===== config.mk =====
export PLATFORM = sky130hd
export DESIGN_NAME = mua_stream_arbiter
export DESIGN_NICKNAME = d
export VERILOG_FILES = /design/src/rtl/mua_stream_arbiter_pkg.sv /design/src/rtl/mua_stream_arbiter_rr_pick.sv /design/src/rtl/mua_stream_arbiter.sv
export SDC_FILE = /design/constraint.sdc
export NUM_CORES = 1
export LEC_CHECK = 0
export BUFFER_PORTS_ARGS = -buffer_cell sky130_fd_sc_hd__buf_2
export CORE_AREA = 3 3 313 315
export DETAILED_ROUTE_END_ITERATION = 16
export DIE_AREA = 0 0 316 318
export GPL_ROUTABILITY_DRIVEN = 0
export GPL_TIMING_DRIVEN = 0
export PLACE_DENSITY = 0.37
export REMOVE_ABC_BUFFERS = 1
export SYNTH_ARGS = -nofsm -noshare
export SYNTH_HDL_FRONTEND = slang
export SYNTH_HIERARCHICAL = 1
export SYNTH_SLANG_ARGS = --single-unit

===== constraint.sdc =====
create_clock -name clk -period 2.5 [get_ports clk]
set_input_delay 0.125 -clock clk [delete_from_list [all_inputs] [get_ports clk]]
set_output_delay 0.125 -clock clk [all_outputs]
set_load 0.05 [all_outputs]

===== src/rtl/mua_stream_arbiter_pkg.sv =====
// mua_stream_arbiter_pkg: shared widths, FSM states and the detector word layout
package mua_stream_arbiter_pkg;
  localparam int T_W = 32;
  localparam int CH_W = 12;
  localparam int HASH_W = 32;
  localparam int DATA_W = 32;
  typedef enum logic {IDLE, HOLD} state_t;
  typedef struct packed {
    logic [T_W-1:0] frame_no;
    logic [CH_W-1:0] ch_ref;
    logic [CH_W-1:0] ch_no;
    logic [HASH_W-1:0] ch_hash;
    logic [DATA_W-1:0] thr;
    logic [DATA_W-1:0] mua;
  } mua_word_t;
endpackage


===== src/rtl/mua_stream_arbiter_rr_pick.sv =====
// rr_pick: first set request found circularly starting at ptr
module rr_pick #(
  parameter int N_REQ = 4
) (
  input  logic [N_REQ-1:0] req,
  input  logic [2:0]       ptr,
  output logic [2:0]       idx,
  output logic             any
);
  // Descending offset so the nearest requester after ptr wins
  always_comb begin
    idx = '0;
    for (int k = N_REQ - 1; k >= 0; k--)
      for (int j = 0; j < N_REQ; j++)
        if (req[j] && ((int'(ptr) + k) % N_REQ) == j) idx = 3'(j);
  end
  assign any = |req;
endmodule


===== src/rtl/mua_stream_arbiter.sv =====
// mua_stream_arbiter: round-robin burst arbiter feeding the spike detector stream
module mua_stream_arbiter
  import mua_stream_arbiter_pkg::*;
#(
  parameter int N_REQ = 4,
  parameter int MAX_BURST = 32,
  parameter int IDLE_TMO = 16
) (
  input  logic                    clk,
  input  logic                    rst,
  input  logic [N_REQ-1:0]        req_valid,
  input  logic [N_REQ-1:0]        req_last,
  input  logic [T_W*N_REQ-1:0]    req_frameNo,
  input  logic [CH_W*N_REQ-1:0]   req_ch_ref,
  input  logic [CH_W*N_REQ-1:0]   req_chNo,
  input  logic [HASH_W*N_REQ-1:0] req_ch_hash,
  input  logic [DATA_W*N_REQ-1:0] req_thr,
  input  logic [DATA_W*N_REQ-1:0] req_mua,
  output logic [N_REQ-1:0]        req_ready,
  input  logic                    dn_afull,
  output logic                    mua_valid,
  output logic [T_W-1:0]          frameNo_out,
  output logic [CH_W-1:0]         ch_ref_out,
  output logic [CH_W-1:0]         chNo_out,
  output logic [HASH_W-1:0]       ch_hash_out,
  output logic [DATA_W-1:0]       thr_data_out,
  output logic [DATA_W-1:0]       mua_data_out,
  output logic [2:0]              grant_id,
  output logic                    busy,
  output logic [15:0]             tmo_cnt
);
  localparam int BC_W = $clog2(MAX_BURST + 1);
  localparam int TM_W = $clog2(IDLE_TMO + 1);
  state_t state, state_n;
  logic [2:0] g, g_n, rr_ptr, rr_n, pick;
  logic [BC_W-1:0] burst_cnt, bc_n;
  logic [TM_W-1:0] tmo, tmo_n;
  logic [15:0] tc_n;
  logic any, v_g, l_g, xfer, done;
  mua_word_t word_g, word_q;
  rr_pick #(.N_REQ(N_REQ)) u_pick (
    .req(req_valid),
    .ptr(rr_ptr),
    .idx(pick),
    .any(any)
  );
  always_comb begin
    word_g = '0;
    v_g = 1'b0;
    l_g = 1'b0;
    for (int i = 0; i < N_REQ; i++)
      if (g == 3'(i)) begin
        v_g = req_valid[i];
        l_g = req_last[i];
        word_g = {req_frameNo[i*T_W +: T_W], req_ch_ref[i*CH_W +: CH_W], req_chNo[i*CH_W +: CH_W],
                  req_ch_hash[i*HASH_W +: HASH_W], req_thr[i*DATA_W +: DATA_W], req_mua[i*DATA_W +: DATA_W]};
      end
  end
  always_comb begin
    for (int i = 0; i < N_REQ; i++) req_ready[i] = state == HOLD && g == 3'(i) && !dn_afull;
  end
  always_comb begin
    state_n = state;
    g_n = g;
    bc_n = burst_cnt;
    tmo_n = tmo;
    rr_n = rr_ptr;
    tc_n = tmo_cnt;
    xfer = 1'b0;
    done = 1'b0;
    if (state == IDLE) begin
      if (any && !dn_afull) begin
        state_n = HOLD;
        g_n = pick;
        bc_n = '0;
        tmo_n = '0;
      end
    end else begin
      xfer = v_g && !dn_afull;
      bc_n = xfer ? burst_cnt + 1'b1 : burst_cnt;
      tmo_n = v_g ? '0 : tmo + 1'b1;
      // A last word landing on the burst limit still yields one release
      done = xfer && (l_g || bc_n == BC_W'(MAX_BURST));
      if (!v_g && tmo_n == TM_W'(IDLE_TMO)) begin
        done = 1'b1;
        tc_n = (tmo_cnt == 16'hFFFF) ? tmo_cnt : tmo_cnt + 16'd1;
      end
      if (done) begin
        state_n = IDLE;
        rr_n = (g == 3'(N_REQ - 1)) ? 3'd0 : g + 3'd1;
      end
    end
  end
  always_ff @(posedge clk) begin
    if (rst) begin
      state <= IDLE;
      g <= '0;
      burst_cnt <= '0;
      tmo <= '0;
      rr_ptr <= '0;
      tmo_cnt <= '0;
      mua_valid <= 1'b0;
      word_q <= '0;
    end else begin
      state <= state_n;
      g <= g_n;
      burst_cnt <= bc_n;
      tmo <= tmo_n;
      rr_ptr <= rr_n;
      tmo_cnt <= tc_n;
      mua_valid <= xfer;
      if (xfer) word_q <= word_g;
    end
  end
  assign frameNo_out = word_q.frame_no;
  assign ch_ref_out = word_q.ch_ref;
  assign chNo_out = word_q.ch_no;
  assign ch_hash_out = word_q.ch_hash;
  assign thr_data_out = word_q.thr;
  assign mua_data_out = word_q.mua;
  assign grant_id = g;
  assign busy = state == HOLD;
endmodule

==> flow_summary_export.csv <==
group,metric,value,unit
routing,drc,0,
place,dpl.cell_count,3689,
run,cap_violations,0,
floorplan,die_w,316,um
floorplan,top_level_ports,796,
worst_setup_path,startpoint_type,"flip-flop",
routing,wl_per_cell,18.4,um
place,dp_hpwl,50200,um
floorplan,dieHeight,318,um
layout,areaGrowthSynthToFinish,69.5,%
grt,antenna_found_initial,12,
layout,fin_cells,3887,
layout,nNetsFinal,3228,
yosys,avgSynthCellArea,6.52,sq um
timing,fin_crit_sh,98.1,%
timing,tightest_slew,0.788,ns
pwr,powerDensity,454,nW/um^2
timing,rsz0062_at_grt,"true",
timing,drv_slew,0,
place,dp_slack,-1.77,ns
worst_setup_path,critPathRequiredTime,2.93,ns
grt,grt_pass1_vias,15998,
timing,finalWorstSetupSlack,0.0484,ns
worst_setup_path,worstSetupPathType,"reg2reg",
grt,grt_overflow,0,
layout,drive_above_1_share,35.7,%
timing,period_needed,2.45,ns
place,io_buffers,795,
routing,drtPass1Iterations,5,
yosys,ys_warn_count,6,
yosys,syn_inst,1777,
timing,slew-limit-headroom,47.2,%
floorplan,die-area,100000,sq um
clock_tree,insertion_delay,0.51,ns
layout,utilization,20.6,%
clock_tree,cts_max_level,4,
floorplan,start_util,12.2,%
grt,grt_usage,13.3,%
timing,fmaxAchievable,408,MHz
timing,finalHoldViolations,0,
worst_setup_path,arrival,2.88,ns
floorplan,num_rows,113,
timing,finClkSkew,0.0147,ns
worst_setup_path,worstPathMaxFanout,67,
clock_tree,cts_buffer_depth,2,
layout,nFillCells,10936,
timing,finalHoldWorstSlack,0.0266,ns
routing,antenna_left,0,
timing,setup_viol,0,
pwr,ir_drop,0.513,mV
status,status,"complete, no violations",
clock_tree,cts-root-buf,"clkbuf_16",
grt,grt_max_degree,105,
yosys,syn-cell-area,11600,sq um
clock_tree,tritoncts,"yes",
clock_tree,clk_pin_slew,0.08,ns
worst_setup_path,end_kind,"flip-flop",
pwr,power.leakage,8.63,nW
floorplan,placeableCoreArea,95200,sq um
routing,routed_wl,71400,um
clock_tree,cts_sinks,186,
clock_tree,cts_buffers,17,
routing,vias,16003,
routing,first_iter_violations,731,
routing,routed_via_density,4.12,
hold_path,hold_path_class,"in2reg",
grt,grt_pass1_wl,101000,um
==> per-stage QoR <==
stage / area (sq um) / TNS, ns / power [mW]
global placement: 16400 / -4675.31 / 5.88
global route: 19600 / -0.0314 / 9.48
detailed placement: 17200 / -171.70 / 5.75
floorplan: 10900 / -2189.56 / 4.68
CTS: 19500 / 0 / 9.12
finish: 19600 / 0 / 8.91
==> layout by cell type (no fill, tap or decap), types with 5 or more instances in the layout <==
cell type and instances:
o21ai_0 402, nor2b_1 7, dlygate4sd3_1 118, nor2_1 326
clkbuf_16 21, nand2b_1 8, buf_16 14, dfxtp_1 183
o21ai_2 7, buf_12 19, or3_1 8, mux2i_1 6
nor3_1 5, nor3b_1 6, nand2_1 316, diode_2 7
nand3_1 9, buf_2 794, a21oi_1 21, o21ai_1 61
buf_4 20, nand4_1 8, a221oi_1 148
==> metal layers <==
| metal | track usage (%) | routed length (um) | up-vias |
|---|---|---|---|
| li1 | - | - | 7952 |
| met1 | 15.8 | 30300 | 7396 |
| met2 | 23.4 | 35100 | 581 |
| met3 | 3.22 | 4360 | 70 |
| met4 | 4.27 | 1630 | 4 |
| met5 | 0 | 21 | - |
==> worst paths after layout <==
check | endpoint | cells past startpoint | from | slack, ns
worst max-delay path | chNo_out[4] | 10 | grant_id[0] | 0.05
worst min-delay path | mua_data_out[21] | 2 | rst | 0.03
worst max register to register | chNo_out[4] | 10 | grant_id[0] | 0.05
worst min register to register | ch_hash_out[21] | 2 | ch_hash_out[21] | 0.50
==> registers in the layout, summed over array words and instances (netlist names), 2 cells and up <==
signal        count
tmo_cnt          16
mua_data_out     32
chNo_out         12
rr_ptr            2
grant_id          3
burst_cnt         6
thr_data_out     32
tmo               5
ch_hash_out      32
frameNo_out      32
ch_ref_out       12
==> report_power, final <==
group          internal (mW)  leakage, nW  switching [mW]
Sequential              3.09         1.51          0.0791
Clock                   1.43        0.274            1.49
Combinational           1.17         6.85            1.65
Total                   5.70         8.63            3.21
==> critical path, cell delays in order, from the launching register on <==
cell and delay, ns:
dfxtp_4 0.39, inv_4 0.08, ha_4 0.14, buf_4 0.30, buf_16 0.30, nand2_1 0.10, o21ai_1 0.42, a221oi_2 0.14
o21ai_0 0.19, o21ai_0 0.10, nor2_1 0.09
==> layout make-up <==
| cell class | instances | area (sq um) | share of cell area, % |
|---|---|---|---|
| antenna | 7 | 17.5 | 0.0892 |
| multi-input combinational | 1413 | 7350 | 37.4 |
| inverter | 7 | 28.8 | 0.146 |
| tap | 1265 | 1580 | 8.06 |
| clock buffer | 20 | 447 | 2.27 |
| clock inverter | 12 | 130 | 0.662 |
| sequential | 186 | 3730 | 19.0 |
| timing repair buffer | 977 | 6360 | 32.4 |
==> what timing repair did <==
action,in CTS,in global routing
pin swaps,6,5
endpoints found under the setup margin,183,59
cloned,11,4
resized for setup,66,23
hold endpoints to repair,119,0
hold buffers,118,0
setup buffers,26,2
Power figures use the tool's default switching activity.
